--- config.mk ---
export PLATFORM = sky130hd
export DESIGN_NAME = operand_issue
export DESIGN_NICKNAME = d
export VERILOG_FILES = /design/src/rtl/operand_issue_pkg.sv /design/src/rtl/operand_issue_scoreboard.sv /design/src/rtl/operand_issue.sv
export SDC_FILE = /design/constraint.sdc
export NUM_CORES = 1
export LEC_CHECK = 0
export BUFFER_PORTS_ARGS = -buffer_cell sky130_fd_sc_hd__buf_2
export CAP_MARGIN = 20
export CORE_ASPECT_RATIO = 0.7
export CORE_UTILIZATION = 49
export DETAILED_ROUTE_END_ITERATION = 16
export GPL_TIMING_DRIVEN = 0
export HOLD_SLACK_MARGIN = 0.02
export PLACE_DENSITY = 0.93
export SETUP_SLACK_MARGIN = 0.4
export SLEW_MARGIN = 20
export SYNTH_ARGS = -nofsm -noshare
export SYNTH_HDL_FRONTEND = slang
export SYNTH_HIERARCHICAL = 1
export SYNTH_SLANG_ARGS = --single-unit
export TNS_END_PERCENT = 20
--- constraint.sdc ---
create_clock -name clk -period 4.37 [get_ports clk]
set_input_delay 0.437 -clock clk [delete_from_list [all_inputs] [get_ports clk]]
set_output_delay 0.437 -clock clk [all_outputs]
set_load 0.1 [all_outputs]
--- src/rtl/operand_issue_pkg.sv ---
// operand_issue_pkg: shared core sizes and types for the operand-issue stage
package operand_issue_pkg;
    localparam int XLEN     = 32;
    localparam int REG_AW   = 5;
    localparam int NUM_REGS = 32;
    localparam int CTRL_W   = 16;

    typedef logic [REG_AW-1:0] reg_addr_t;
    typedef logic [CTRL_W-1:0] ctrl_t;

    // A bus only matches a real register; x0 is never produced by anyone.
    function automatic logic addr_hit(input logic valid, input reg_addr_t rd, input reg_addr_t src);
        return valid && (rd == src) && (src != '0);
    endfunction
endpackage

--- src/rtl/operand_issue_scoreboard.sv ---
// issue_scoreboard: per-register pending bits and RAW/WAW hazard detection
module issue_scoreboard
    import operand_issue_pkg::*;
(
    input  logic      clk,
    input  logic      reset,
    input  logic      set_en,
    input  reg_addr_t set_rd,
    input  logic      clr_en,
    input  reg_addr_t clr_rd,
    input  reg_addr_t rs1,
    input  reg_addr_t rs2,
    input  reg_addr_t rd,
    input  logic      rd_we,
    input  logic      rs1_hit,
    input  logic      rs2_hit,
    output logic      raw,
    output logic      waw
);
    logic [NUM_REGS-1:0] pend_q;
    logic [NUM_REGS-1:0] pend_nx;
    logic                set_v;
    logic                clr_v;

    assign set_v = set_en && (set_rd != '0);
    assign clr_v = clr_en && (clr_rd != '0);

    // Set is applied after clear so a same-cycle reissue keeps the register pending.
    always_comb begin
        pend_nx = pend_q;
        if (clr_v) pend_nx[clr_rd] = 1'b0;
        if (set_v) pend_nx[set_rd] = 1'b1;
        pend_nx[0] = 1'b0;
    end

    always_ff @(posedge clk) pend_q <= reset ? '0 : pend_nx;

    assign raw = ((rs1 != '0) && pend_q[rs1] && !rs1_hit) ||
                 ((rs2 != '0) && pend_q[rs2] && !rs2_hit);
    assign waw = rd_we && (rd != '0) && pend_q[rd] && !(clr_v && (clr_rd == rd));
endmodule

--- src/rtl/operand_issue.sv ---
// operand_issue: operand forwarding, hazard stall and issue register to execute
module operand_issue
    import operand_issue_pkg::*;
#(
    parameter int WIDTH = XLEN
) (
    input  logic              clk,
    input  logic              reset,
    input  logic              in_valid,
    output logic              in_ready,
    input  logic [REG_AW-1:0] in_rs1,
    input  logic [REG_AW-1:0] in_rs2,
    input  logic [REG_AW-1:0] in_rd,
    input  logic              in_rd_we,
    input  logic [CTRL_W-1:0] in_ctrl,
    output logic [REG_AW-1:0] rf_ra_addr,
    output logic [REG_AW-1:0] rf_rb_addr,
    input  logic [WIDTH-1:0]  rf_ra_value,
    input  logic [WIDTH-1:0]  rf_rb_value,
    input  logic              wb_valid,
    input  logic [REG_AW-1:0] wb_rd,
    input  logic [WIDTH-1:0]  wb_data,
    input  logic              ex_fwd_valid,
    input  logic [REG_AW-1:0] ex_fwd_rd,
    input  logic [WIDTH-1:0]  ex_fwd_data,
    output logic              out_valid,
    input  logic              out_ready,
    output logic [WIDTH-1:0]  out_rs1_val,
    output logic [WIDTH-1:0]  out_rs2_val,
    output logic [REG_AW-1:0] out_rd,
    output logic              out_rd_we,
    output logic [CTRL_W-1:0] out_ctrl
);
    logic             ex_hit1, ex_hit2, wb_hit1, wb_hit2;
    logic             raw, waw, accept;
    logic [WIDTH-1:0] rs1_val, rs2_val;

    assign rf_ra_addr = in_rs1;
    assign rf_rb_addr = in_rs2;

    assign ex_hit1 = addr_hit(ex_fwd_valid, ex_fwd_rd, in_rs1);
    assign ex_hit2 = addr_hit(ex_fwd_valid, ex_fwd_rd, in_rs2);
    assign wb_hit1 = addr_hit(wb_valid, wb_rd, in_rs1);
    assign wb_hit2 = addr_hit(wb_valid, wb_rd, in_rs2);

    // Execute result is younger than writeback, so it takes priority.
    assign rs1_val = (in_rs1 == '0) ? '0 : ex_hit1 ? ex_fwd_data : wb_hit1 ? wb_data : rf_ra_value;
    assign rs2_val = (in_rs2 == '0) ? '0 : ex_hit2 ? ex_fwd_data : wb_hit2 ? wb_data : rf_rb_value;

    issue_scoreboard u_sb (
        .clk     (clk),
        .reset   (reset),
        .set_en  (accept && in_rd_we),
        .set_rd  (in_rd),
        .clr_en  (wb_valid),
        .clr_rd  (wb_rd),
        .rs1     (in_rs1),
        .rs2     (in_rs2),
        .rd      (in_rd),
        .rd_we   (in_rd_we),
        .rs1_hit (ex_hit1 || wb_hit1),
        .rs2_hit (ex_hit2 || wb_hit2),
        .raw     (raw),
        .waw     (waw)
    );

    assign in_ready = !reset && (!out_valid || out_ready) && !raw && !waw;
    assign accept   = in_valid && in_ready;

    always_ff @(posedge clk) begin
        if (reset) begin
            out_valid   <= 1'b0;
            out_rs1_val <= '0;
            out_rs2_val <= '0;
            out_rd      <= '0;
            out_rd_we   <= 1'b0;
            out_ctrl    <= '0;
        end else if (accept) begin
            out_valid   <= 1'b1;
            out_rs1_val <= rs1_val;
            out_rs2_val <= rs2_val;
            out_rd      <= in_rd;
            out_rd_we   <= in_rd_we;
            out_ctrl    <= in_ctrl;
        end else if (out_ready) begin
            out_valid   <= 1'b0;
        end
    end
endmodule

======== Word level (Yosys, flattened, before mapping) ========
Cells that the tools add are included.
cells by class
  order comparisons ....................... 6
  bitwise operators ....................... 3
  reductions and logical operators ........ 43
  multiplexer cells ....................... 20
  eq/ne operators ......................... 5
operators with widths
  cell                                                                          number
  32-bit 2-to-1 mux                                                             8
  32-bit bitwise AND                                                            1
  32-bit NOT                                                                    1
  32-bit bitwise OR                                                             1
  5-bit == test                                                                 5
  1-bit logical AND                                                             25
  5-bit by 6-bit less-than comparator with 1-bit output, second input constant  4
  5-bit nonzero test                                                            4
  1-bit binary-select mux with 5-bit select                                     3
  1-bit demux with 5-bit select                                                 2
  5-bit by 1-bit >= comparator with 1-bit output, second input constant         2
  5-bit logical NOT                                                             2
  1-bit logical NOT                                                             7
  1-bit 2-to-1 mux                                                              7
  1-bit logical OR                                                              4
  2-bit nonzero test                                                            1
word-level totals
  bits of input ports ..................... 176
  logic and storage cells ................. 84
  flip-flop bits (word level) ............. 118

======== Depth between registers and ports, before layout ========
Gate-level depths: netlist (run 1).
  word-level depth ........................ 14
  gate-level depth with buffers ........... 21
  depth with buffers taken out ............ 17

======== Modules after synthesis ========
Netlist (run 1), hierarchy kept.
modules (own cells, without submodules)
  module            area each (sq um)  cells an instance  times used
  operand_issue     4523.1             475                1
  issue_scoreboard  2218.4             263                1

======== Least setup slack after synthesis (run 1) ========
Ideal clock, no wire load.
  path kind ............................... input-to-reg
  start ................................... input in_rs2[4]
  end ..................................... register u_sb.pend_q[1]
  setup time .............................. 70 ps
  setup slack ............................. -494 ps
  arrival time ............................ 4794 ps
  data required time ...................... 4300 ps
  cell stages on the path ................. 20
  path buffers ............................ 4
  path through ............................ xor2_1 -> nor4_1 -> and3_1 -> buf_4 -> buf_2 -> nor2_1 -> nor2_1 -> nand4b_1 -> o31ai_1 -> or4_1 -> nor4_4 -> and2_1 -> buf_2 -> buf_2 -> nand2_1 -> inv_1 -> nand2b_1 -> nor4_1 -> nand2_1 -> a21oi_1
on the way
  cells in the longest elaborated chain, start to end .. 14
  elaborated cells on any way between the ends .. 21
  classes of those cells .................. eq/ne (2); mux (3); reduce/logical (16)
ends and longest elaborated chain
  element                                                                            RTL line                        RTL
  start: declaration                                                                 operand_issue.sv:12             input logic [REG_AW-1:0] in_rs2,
  branches (longest 5 deep; another with 1-bit binary-select mux with 5-bit select)  -
  1-bit logical AND *                                                                operand_issue_scoreboard.sv:39  ((rs2 != '0) && pend_q[rs2] && !rs2_hit);
  1-bit logical OR *                                                                 operand_issue_scoreboard.sv:38  assign raw = ((rs1 != '0) && pend_q[rs1] && !rs1_hit) ||
  named net raw                                                                      operand_issue.sv:35             logic raw, waw, accept;
  1-bit logical NOT *                                                                operand_issue.sv:67             assign in_ready = !reset && (!out_valid || out_ready) && !raw && !waw;
  1-bit logical AND * (2 in series)                                                  operand_issue.sv:67
  named net in_ready                                                                 operand_issue.sv:10             output logic in_ready,
  1-bit logical AND *                                                                operand_issue.sv:68             assign accept = in_valid && in_ready;
  1-bit logical AND *                                                                operand_issue.sv:53             .set_en (accept && in_rd_we),
  1-bit logical AND *                                                                operand_issue_scoreboard.sv:25  assign set_v = set_en && (set_rd != '0);
  32-bit 2-to-1 mux *                                                                operand_issue_scoreboard.sv:32  if (set_v) pend_nx[set_rd] = 1'b1;
  end signal: assignment                                                             operand_issue_scoreboard.sv:36  always_ff @(posedge clk) pend_q <= reset ? '0 : pend_nx;
  end: declaration                                                                   operand_issue_scoreboard.sv:20  logic [NUM_REGS-1:0] pend_q;
Mark *: on every way through the listed nets, which the timed path passes. The select of a mux whose other input is x is not followed.
A chain may end at the register's enable or synchronous reset.

======== Worst setup path after layout (run 1) ========
  start ................................... input wb_rd[0]
  end ..................................... output in_ready
on the way
  cells in the longest elaborated chain, start to end .. 10
  elaborated cells on any way between the ends .. 23
  classes of those cells .................. eq/ne (3); reduce/logical (20)
ends and longest elaborated chain
  element                               RTL line                                                        RTL
  start: declaration                    operand_issue.sv:21                                             input logic [REG_AW-1:0] wb_rd,
  5-bit == test                         operand_issue_pkg.sv:13                                         return valid && (rd == src) && (src != '0);
  1-bit logical AND (2 in series)       operand_issue_pkg.sv:13
  1-bit logical OR (on tied branches)   operand_issue.sv:61, operand_issue.sv:62
  1-bit logical NOT (on tied branches)  operand_issue_scoreboard.sv:38, operand_issue_scoreboard.sv:39
  1-bit logical AND (on tied branches)  operand_issue_scoreboard.sv:38, operand_issue_scoreboard.sv:39
  1-bit logical OR *                    operand_issue_scoreboard.sv:38
  named net raw                         operand_issue.sv:35
  1-bit logical NOT *                   operand_issue.sv:67
  1-bit logical AND * (2 in series)     operand_issue.sv:67
  end: declaration                      operand_issue.sv:10
Mark *: on every way through the listed nets, which the timed path passes. The rest lies on a longest branch.

==> results of run 1 <==
## sequential cells by signal, indices dropped and copies added, names as in the netlist
| signal | cells |
|---|---|
| out_rd | 5 |
| out_rs2_val | 32 |
| out_ctrl | 16 |
| out_rs1_val | 32 |
| out_rd_we | 1 |
| out_valid | 1 |
| u_sb/pend_q | 31 |
## cells by family after synthesis
family | after synthesis | share of synthesized area, %
buffers and inverters | 70 | 5.883
and+or+nand+nor | 260 | 16.96
DFF | 118 | 35.04
xor gates and xnor gates | 24 | 3.118
muxes | 99 | 18.15
AOI/OAI and AO/OA | 167 | 20.84
## final timing paths
| path | from | depth (start not counted) | end | slack, ns |
|---|---|---|---|---|
| worst max-delay path | wb_rd[0] | 13 | in_ready | 0.59 |
| worst min-delay path | reset | 2 | u_sb/pend_q[23]$_SDFF_PP0_ | 0.27 |
| worst max register to register | u_sb/pend_q[5]$_SDFF_PP0_ | 15 | u_sb/pend_q[16]$_SDFF_PP0_ | 0.92 |
| worst min register to register | out_ctrl[2]$_SDFFE_PP0P_ | 2 | out_ctrl[2]$_SDFFE_PP0P_ | 0.45 |
## worst reg2reg max path, stage by stage (launching register included)
cell       delay, ns
dfxtp_1         0.37
mux2_1          0.33
a2111oi_0       0.42
or4_1           0.17
a21oi_1         0.04
or4_4           0.46
nor4_4          0.34
and2_4          0.21
buf_12          0.13
buf_12          0.12
nand2_4         0.05
inv_4           0.06
nand2_2         0.10
nor3_4          0.30
nand2_1         0.10
a21oi_2         0.17
## cell type report
type	instances	area [sq um]
Multi-Input combinational cell	550	4046
Clock inverter	14	171.4
Clock buffer	18	439.2
Inverter	3	13.76
Tap cell	185	231.5
Fill cell	1033	4130
Buffer	67	455.4
Timing Repair Buffer	279	1411
Sequential cell	118	2362
Antenna cell	3	7.507
## repair_timing
item | in CTS | in global routing
setup endpoints to repair | 4 | 80
gates resized for setup | 1 | 16
buffers inserted | 0 | 6
pin swaps | 0 | 9
## placed cells by master, fill, tap and decap left out, types with 5 or more instances in the layout
master	count
nand2_1	181
mux4_2	13
buf_4	18
buf_6	10
xnor2_1	7
o221ai_1	16
nand2b_1	7
nor2_1	17
dfxtp_1	118
clkbuf_16	17
clkbuf_1	22
mux2i_1	78
nand3_1	6
o21ai_0	32
o221ai_2	48
nor3_1	5
buf_2	288
nor2b_1	7
xor2_1	17
a21oi_1	57
## layer usage
| metal | wire [um] | GRT usage, % |
|---|---|---|
| met5 | 0 | 0 |
| met4 | 776 | 14.39 |
| met3 | 2324 | 8.445 |
| met2 | 11350 | 55.13 |
| met1 | 9351 | 40.83 |
## report_power, final
part,leakage (nW),internal (W),switching (W)
Sequential,0.961,0.00113,0.0000301
Clock,0.294,0.000918,0.000525
Combinational,2.48,0.000225,0.000711
## stage by stage
stage	TNS [ns]	utilization [%]	std cells
6_report	0	68.87	1237
4_1_cts	0	68.06	1228
3_3_place_gp	0	63.41	1196
2_1_floorplan	-2.125	-	738
3_5_place_dp	0	63.41	1196
5_1_grt	0	68.87	1237
==> flow_summary.json, run 1 <==
{
  "hold_viol": 0,
  "die-area_sq_mm": 0.01424,
  "final.setup.worst_slack_ns": 0.5884,
  "synth.most_common_cell": "nand2_1",
  "avgSynthCellArea_sq_um": 9.135,
  "cap_violations": 0,
  "place.gp.congestion": 0.9915,
  "ys_async_sr_fraction_pct": 0,
  "hpwl_um": 18420,
  "syn_area_sq_mm": 0.006741,
  "p_leak_nw": 3.735,
  "cts_sinks": 118,
  "place_ws_ns": 0.01109,
  "detail-route-antenna-nets": 0,
  "syn_to_final_growth_pct": 35.56,
  "critPathMaxStageDelay_ns": 0.54,
  "dr.pass1.iters": 5,
  "setup_viol": 0,
  "dr.first_iter.drc_count": 495,
  "post-route-period-util_pct": 86.54,
  "h-tree-depth": 4,
  "layout_min_cycle_time_ns": 3.782,
  "fin_skew_ns": 0.01109,
  "synth_warnings": 6,
  "slowest_stage": "or4_4",
  "cts_tree": "done",
  "drt_wl_total_um": 23800,
  "io_pins": 274,
  "ys_ff_latch": 118,
  "maxSlewViolCount": 0,
  "crit_buf_inv": 4,
  "yosys.area.top_type_share_pct": 35.04,
  "crit_fanout": 10,
  "grtUsageTotal_pct": 33.15,
  "power.density_mw_per_mm2": 387.6,
  "place_area_sq_mm": 0.008414,
  "synth_edf_count": 0,
  "ys_seq_area_share_pct": 35.04,
  "synthTopCellsByCount": "nand2_1, dfxtp_1, mux2i_1, a21oi_1, o221ai_2",
  "initial_utilization_pct": 50.81,
  "grt_overflow": 0,
  "hold_path.class": "primary input to register",
  "vias": 7183,
  "synth_top_area_cell": "dfxtp_1",
  "post_drt_wl_per_cell_um": 19.24,
  "peakVddDrop_uv": 326.0,
  "synthCells": 738,
  "crit_top_cell": "buf_2",
  "numPortBuffers": 273,
  "timing.fmax_mhz": 264.4,
  "crit_chain": "buf_2, xor2_1, nor4_1, and3_1, buf_6, buf_12, nor2_1, nor2_2, nand4b_1, o31ai_1, or4_4, nor4_4, buf_2",
  "grt_pass1_wl_um": 36300,
  "rsz0062_at_grt": "no",
  "core_area_sq_mm": 0.01327,
  "netlist-cell-type-count": 49,
  "synth_flop_cell": "dfxtp_1",
  "drc": 0,
  "die_y_um": 100.1,
  "crit_arrival_ns": 3.34,
  "grt_max_degree": 17,
  "worst_setup_path_end_kind": "primary output",
  "status": "completed",
  "relSlewSlack_pct": 37.58,
  "clk_path_buf_depth": 2,
  "syn_nets": 914,
  "drive_above_1_share_pct": 41.09,
  "synth_area_leaders": "dfxtp_1, mux2i_1, o221ai_2, nand2_1, mux4_2",
  "critical_path_class": "primary input to primary output",
  "numCtsBuffers": 17,
  "clk_pin_slew_worst_paths_ns": 0.05,
  "rows": 35,
  "fin_nets": 1212,
  "finalInstanceArea_sq_mm": 0.009139,
  "hold_slack_ns": 0.2653,
  "total_power_w": 0.003542,
  "antenna_found_initial": 3,
  "clock_latency_ns": 0.40,
  "required_ns": 3.93,
  "cp_top_family": "simple AND/OR/NAND/NOR gates",
  "grt_pass1_vias": 7067,
  "worst_slew_pin_slew_ns": 0.9363,
  "avgViaCountPerCell": 5.807,
  "cts-root-buf": "clkbuf_16",
  "chipWidth_um": 142.2,
  "cp-start-kind": "primary input",
  "cts_hold_buffers": 0
}
Note: power is estimated with default switching activity, not from simulation.
==> run 2: changes to the inputs <==
Settings changed: CORE_UTILIZATION 49 to 53, PLACE_DENSITY 0.93 to 0.87.
Clock period 4.37 ns to 4.4 ns, I/O delays scaled along.
==> flow_summary.json, run 2 (synthesized netlist as in run 1, its figures left out) <==
{
  "worst_slew_pin_slew_ns": 0.8768,
  "grtUsageTotal_pct": 34.60,
  "critPathMaxStageDelay_ns": 0.59,
  "grt_max_degree": 17,
  "place_ws_ns": -0.02138,
  "crit_arrival_ns": 3.43,
  "drc": 0,
  "fin_skew_ns": 0.009037,
  "dp.cells": 1173,
  "dr.pass1.iters": 5,
  "cts-root-buf": "clkbuf_16",
  "stdcell_count": 1207,
  "h-tree-depth": 4,
  "worstHoldEndpoint": "out_ctrl[14]$_SDFFE_PP0P_",
  "numCtsBuffers": 17,
  "use_met1_pct": 45.12,
  "power.density_mw_per_mm2": 381.1,
  "rows": 34,
  "hold_path.class": "primary input to register",
  "post_drt_wl_per_cell_um": 19.61,
  "clkPwrFrac_pct": 39.5,
  "cap_violations": 0,
  "hold_slack_ns": 0.2646,
  "chipWidth_um": 136.8,
  "hold_viol": 0,
  "n_antenna_cell": 0,
  "cts_sinks": 118,
  "timing.fmax_mhz": 258.6,
  "status": "completed",
  "r2r_end": "u_sb/pend_q[16]$_SDFF_PP0_",
  "setup_viol": 0,
  "rr_worst_depth": 15,
  "whs_path_depth": 3,
  "final_common_cell": "buf_2",
  "slowest_stage": "or4_4",
  "cp-start-kind": "primary input",
  "top_regs": "out_rs1_val (32), out_rs2_val (32), u_sb/pend_q (31)",
  "rr_startpoint": "u_sb/pend_q[5]$_SDFF_PP0_",
  "n_fill_cell": 930,
  "detail-route-antenna-nets": 0,
  "rsz0062_at_grt": "no",
  "place.gp.congestion": 0.9798,
  "switching_power_w": 0.001264,
  "initial_utilization_pct": 54.27,
  "drt_wl_total_um": 23670,
  "cts_hold_buffers": 0,
  "hpwl_um": 17950,
  "layout_min_cycle_time_ns": 3.867,
  "syn_to_final_growth_pct": 34.21,
  "ff2ff_setup_slack_ns": 0.98,
  "required_ns": 3.96,
  "use_met3_pct": 8.583,
  "internal_power_w": 0.002184,
  "relSlewSlack_pct": 41.55,
  "drive_above_1_share_pct": 40.86,
  "fin_nets": 1208,
  "p_leak_nw": 3.704,
  "worstHoldStart": "in_ctrl[14]",
  "avgViaCountPerCell": 5.986,
  "crit_fanout": 10,
  "critical_path_class": "primary input to primary output",
  "io_pins": 274,
  "gr-usage-met2_pct": 54.74,
  "peakVddDrop_uv": 294.5,
  "post-route-period-util_pct": 87.88,
  "core_area_sq_mm": 0.01242,
  "grt_pass1_wl_um": 34600,
  "crit_top_cell": "buf_2",
  "finalInstanceArea_sq_mm": 0.009047,
  "p_comb_share_pct": 26.9,
  "grt_overflow": 0,
  "worst_setup_path_end_kind": "primary output",
  "die-area_sq_mm": 0.01318,
  "maxSlewViolCount": 0,
  "die_y_um": 96.36,
  "final.setup.worst_slack_ns": 0.5334,
  "clk_path_buf_depth": 2,
  "grt_pass1_vias": 6660,
  "busiest_layer": "met2",
  "dr.first_iter.drc_count": 740,
  "share_seq_of_total_power_pct": 33.5,
  "clock_latency_ns": 0.41,
  "numPortBuffers": 273,
  "antenna_found_initial": 0,
  "place_area_sq_mm": 0.008386,
  "crit_chain": "buf_2, xor2_1, nor4_1, and3_1, buf_6, buf_12, nor2_1, nor2_2, nand4b_1, o31ai_1, or4_4, nor4_4, buf_2",
  "final_util_pct": 72.83,
  "final_cell_mix": "buf_2, nand2_1, dfxtp_1",
  "clk_pin_slew_worst_paths_ns": 0.06,
  "vias": 7225,
  "cts_tree": "done",
  "swShare_pct": 36.66
}
==> run 2: changes by cell type in the layout (fill, tap and decap cells not counted), moves of 2 or more <==
cell	change
nor2_2	-2
nor2_4	+3
diode_2	-3
buf_4	-4
clkinv_4	+2
buf_12	-2
==> run 2: power groups by stage <==
stage          sequential (W)  clock, W  combinational, W
5_1_grt               0.00116   0.00142          0.000970
3_3_place_gp          0.00117         0          0.000904
3_5_place_dp          0.00118         0          0.000913
4_1_cts               0.00115   0.00137          0.000917
6_report              0.00116   0.00136          0.000929
2_1_floorplan         0.00156         0          0.000289
==> run 2: final cells by class <==
cell class              instances  area [sq um]  area share, %
well taps                     162         202.7          2.240
clock buffers                  18         429.2          4.743
clock inverters                14         150.1          1.660
inverters                       3         13.76         0.1521
repair buffers                275          1381          15.27
plain buffers                  67         439.2          4.854
flip-flops and latches        118          2362          26.11
multi-input cells             550          4069          44.97
==> run 2: repair_timing <==
| action | in CTS | in global routing |
|---|---|---|
| gates resized for setup | 2 | 15 |
| gates cloned | 0 | 0 |
| buffers inserted | 0 | 2 |
| endpoints found under the setup margin | 5 | 66 |
| pin swaps | 0 | 7 |
==> run 2: through the flow <==
| stage | power (W) | TNS (ns) |
|---|---|---|
| after detailed placement | 0.002089 | -0.03246 |
| after global routing | 0.003551 | 0 |
| after global placement | 0.002077 | 0 |
| final | 0.003448 | 0 |
| after floorplan | 0.001854 | -1.217 |
| after CTS | 0.003440 | 0 |
==> run 2: worst max-delay path: cells and delay by family <==
| family | cells | cell delay, ns |
|---|---|---|
| AO/OA/AOI/OAI | 1 | 0.08 |
| XOR/XNOR | 1 | 0.15 |
| buffers and inverters | 4 | 0.96 |
| AND/OR/NAND/NOR | 7 | 1.78 |
==> run 2: per-layer routing <==
layer  wire (um)  up-vias  part of all wire, %
li1            -     3284                    -
met1        9493     3406                   40
met2       10990      466                   46
met3        2574       69                   11
met4         614        0                  2.6
met5           0        -                    0
==> run 2: worst max path at each step <==
| stage | startpoint | to | slack [ns] | cells past startpoint |
|---|---|---|---|---|
| after floorplan | in_rs2[0] | u_sb/pend_q[1]$_SDFF_PP0_ | -0.13 | 20 |
| after global placement | wb_rd[1] | u_sb/pend_q[20]$_SDFF_PP0_ | 0.07 | 22 |
| after detailed placement | wb_rd[1] | u_sb/pend_q[16]$_SDFF_PP0_ | -0.02 | 22 |
| after CTS | wb_rd[1] | u_sb/pend_q[16]$_SDFF_PP0_ | 0.43 | 22 |
| after global routing | in_rs2[4] | u_sb/pend_q[9]$_SDFF_PP0_ | 0.40 | 21 |
| final | wb_rd[0] | in_ready | 0.53 | 13 |
==> run 3: changes to the inputs <==
Settings changed: PLACE_DENSITY 0.87 to 0.91.
==> flow_summary.json, run 3 (synthesized netlist as in run 1, its figures left out) <==
{
  "status": "completed",
  "grt_pass1_vias": 6840,
  "layout_min_cycle_time_ns": 3.816,
  "chipWidth_um": 136.8,
  "io_pins": 274,
  "place_ws_ns": -0.1039,
  "timing.fmax_mhz": 262.1,
  "post_drt_wl_per_cell_um": 20.16,
  "drc": 0,
  "worst-path-stages": 13,
  "place.gp.congestion": 0.9629,
  "setup_viol": 0,
  "grtUsageTotal_pct": 36.40,
  "fin_nets": 1207,
  "hold_path.class": "primary input to register",
  "final.setup.worst_slack_ns": 0.5844,
  "dr.first_iter.drc_count": 628,
  "p_leak_nw": 3.710,
  "maxSlewViolCount": 0,
  "cts_tree": "done",
  "crit_chain": "buf_2, xor2_1, nor4_1, and3_1, buf_6, buf_12, nor2_1, nor2_1, nand4b_1, o31ai_1, or4_4, nor4_4, buf_2",
  "die_y_um": 96.36,
  "numPortBuffers": 273,
  "clk_path_buf_depth": 2,
  "initial_utilization_pct": 54.27,
  "die-area_sq_mm": 0.01318,
  "clock_latency_ns": 0.41,
  "final_cell_mix": "buf_2, nand2_1, dfxtp_1",
  "hpwl_um": 18200,
  "rows": 34,
  "final_common_cell": "buf_2",
  "core_area_sq_mm": 0.01242,
  "numCtsBuffers": 17,
  "critPathMaxStageDelay_ns": 0.54,
  "antenna_found_initial": 2,
  "whs_path_depth": 3,
  "cp_top_family": "simple AND/OR/NAND/NOR gates",
  "slowest_stage": "or4_4",
  "cts-root-buf": "clkbuf_16",
  "top_regs": "out_rs1_val (32), out_rs2_val (32), u_sb/pend_q (31)",
  "drive_above_1_share_pct": 41.09,
  "dr.pass1.iters": 5,
  "syn_to_final_growth_pct": 34.95,
  "detail-route-antenna-nets": 0,
  "stdcell_count": 1208,
  "worst_slew_pin_slew_ns": 0.8902,
  "fin_skew_ns": 0.01005,
  "required_ns": 3.96,
  "grt_max_degree": 17,
  "cts_sinks": 118,
  "peakVddDrop_uv": 300.3,
  "crit_buf_inv": 4,
  "grt_pass1_wl_um": 36260,
  "dp.cells": 1173,
  "h-tree-depth": 4,
  "rsz0062_at_grt": "yes",
  "vias": 7222,
  "hold_viol": 0,
  "crit_arrival_ns": 3.38,
  "rr_worst_depth": 11,
  "critical_path_class": "primary input to primary output",
  "crit_fanout": 10,
  "grt_overflow": 0,
  "power.density_mw_per_mm2": 392.5,
  "avgViaCountPerCell": 5.978,
  "post-route-period-util_pct": 86.72,
  "cts_hold_buffers": 0,
  "relSlewSlack_pct": 40.65,
  "worst_setup_path_end_kind": "primary output",
  "drt_wl_total_um": 24350,
  "clk_pin_slew_worst_paths_ns": 0.06,
  "cp-start-kind": "primary input",
  "cap_violations": 0
}
## run 3: changes by cell type in the layout (fill, tap and decap cells not counted), moves of 2 or more
cell,change
nor2_1,-2
nor2_2,+3
clkinv_4,-2
clkbuf_8,+3
clkinv_2,-3
diode_2,+2
## run 3: area by class of cell
class / instances / area (sq um)
Sequential cell: 118 / 2362
Clock buffer: 20 / 466.7
Multi-Input combinational cell: 550 / 4066
Antenna cell: 2 / 5.005
Timing Repair Buffer: 274 / 1374
Clock inverter: 12 / 163.9
Inverter: 3 / 13.76
Buffer: 67 / 442.9
Tap cell: 162 / 202.7
Fill cell: 916 / 3324
## run 3: what timing repair did
item                                   CTS  global route
setup endpoints to repair               25            98
gates cloned                             0             0
pin swaps                                1             8
endpoints found under the hold margin    0             0
gates resized for setup                  7            11
buffers inserted                         0             1
## run 3: through the flow
stage / utilization [%] / TNS (ns) / power, W / hold WS [ns] / instance area [sq um]
after floorplan: - / -1.217 / 0.001854 / 0.4640 / 6817
after global placement: 67.51 / 0 / 0.002074 / 0.4387 / 8386
after detailed placement: 67.51 / -1.301 / 0.002089 / 0.4454 / 8386
after CTS: 72.80 / 0 / 0.003557 / 0.2575 / 9044
after global routing: 73.24 / 0 / 0.003674 / 0.2606 / 9097
final: 73.24 / 0 / 0.003571 / 0.2705 / 9097
## run 3: where the power goes
| part | switching, W | leakage [nW] | internal (W) |
|---|---|---|---|
| Sequential | 0.0000314 | 0.961 | 0.00112 |
| Clock | 0.000538 | 0.296 | 0.000945 |
| Combinational | 0.000710 | 2.45 | 0.000222 |
| Total | 0.00128 | 3.71 | 0.00229 |
## run 3: worst reg2reg max path, cell delays in order (launching register included)
cell and delay, ns:
dfxtp_1 0.36, mux2_1 0.32, a2111oi_0 0.39, or4_1 0.17, a21oi_1 0.04, or4_4 0.58
nor4_4 0.32, and2_4 0.19, buf_6 0.16, buf_1 0.45, nand2_1 0.20, o221ai_1 0.25
## run 3: path summary, 6_finish.rpt
| check | startpoint | endpoint | slack (ns) |
|---|---|---|---|
| worst max register to register | u_sb/pend_q[5]$_SDFF_PP0_ | out_rs2_val[7]$_SDFFE_PP0P_ | 0.87 |
| worst max-delay path | in_rs2[1] | in_ready | 0.58 |
| worst min-delay path | in_ctrl[6] | out_ctrl[6]$_SDFFE_PP0P_ | 0.27 |
| worst min register to register | out_ctrl[2]$_SDFFE_PP0P_ | out_ctrl[2]$_SDFFE_PP0P_ | 0.45 |
## run 3: routing by layer
layer	vias to the layer above	global-route usage, %	wire length (um)
li1	3279	-	-
met1	3388	46.55	9813
met2	481	56.60	11030
met3	74	11.32	2668
met4	0	16.12	831
met5	-	0	0
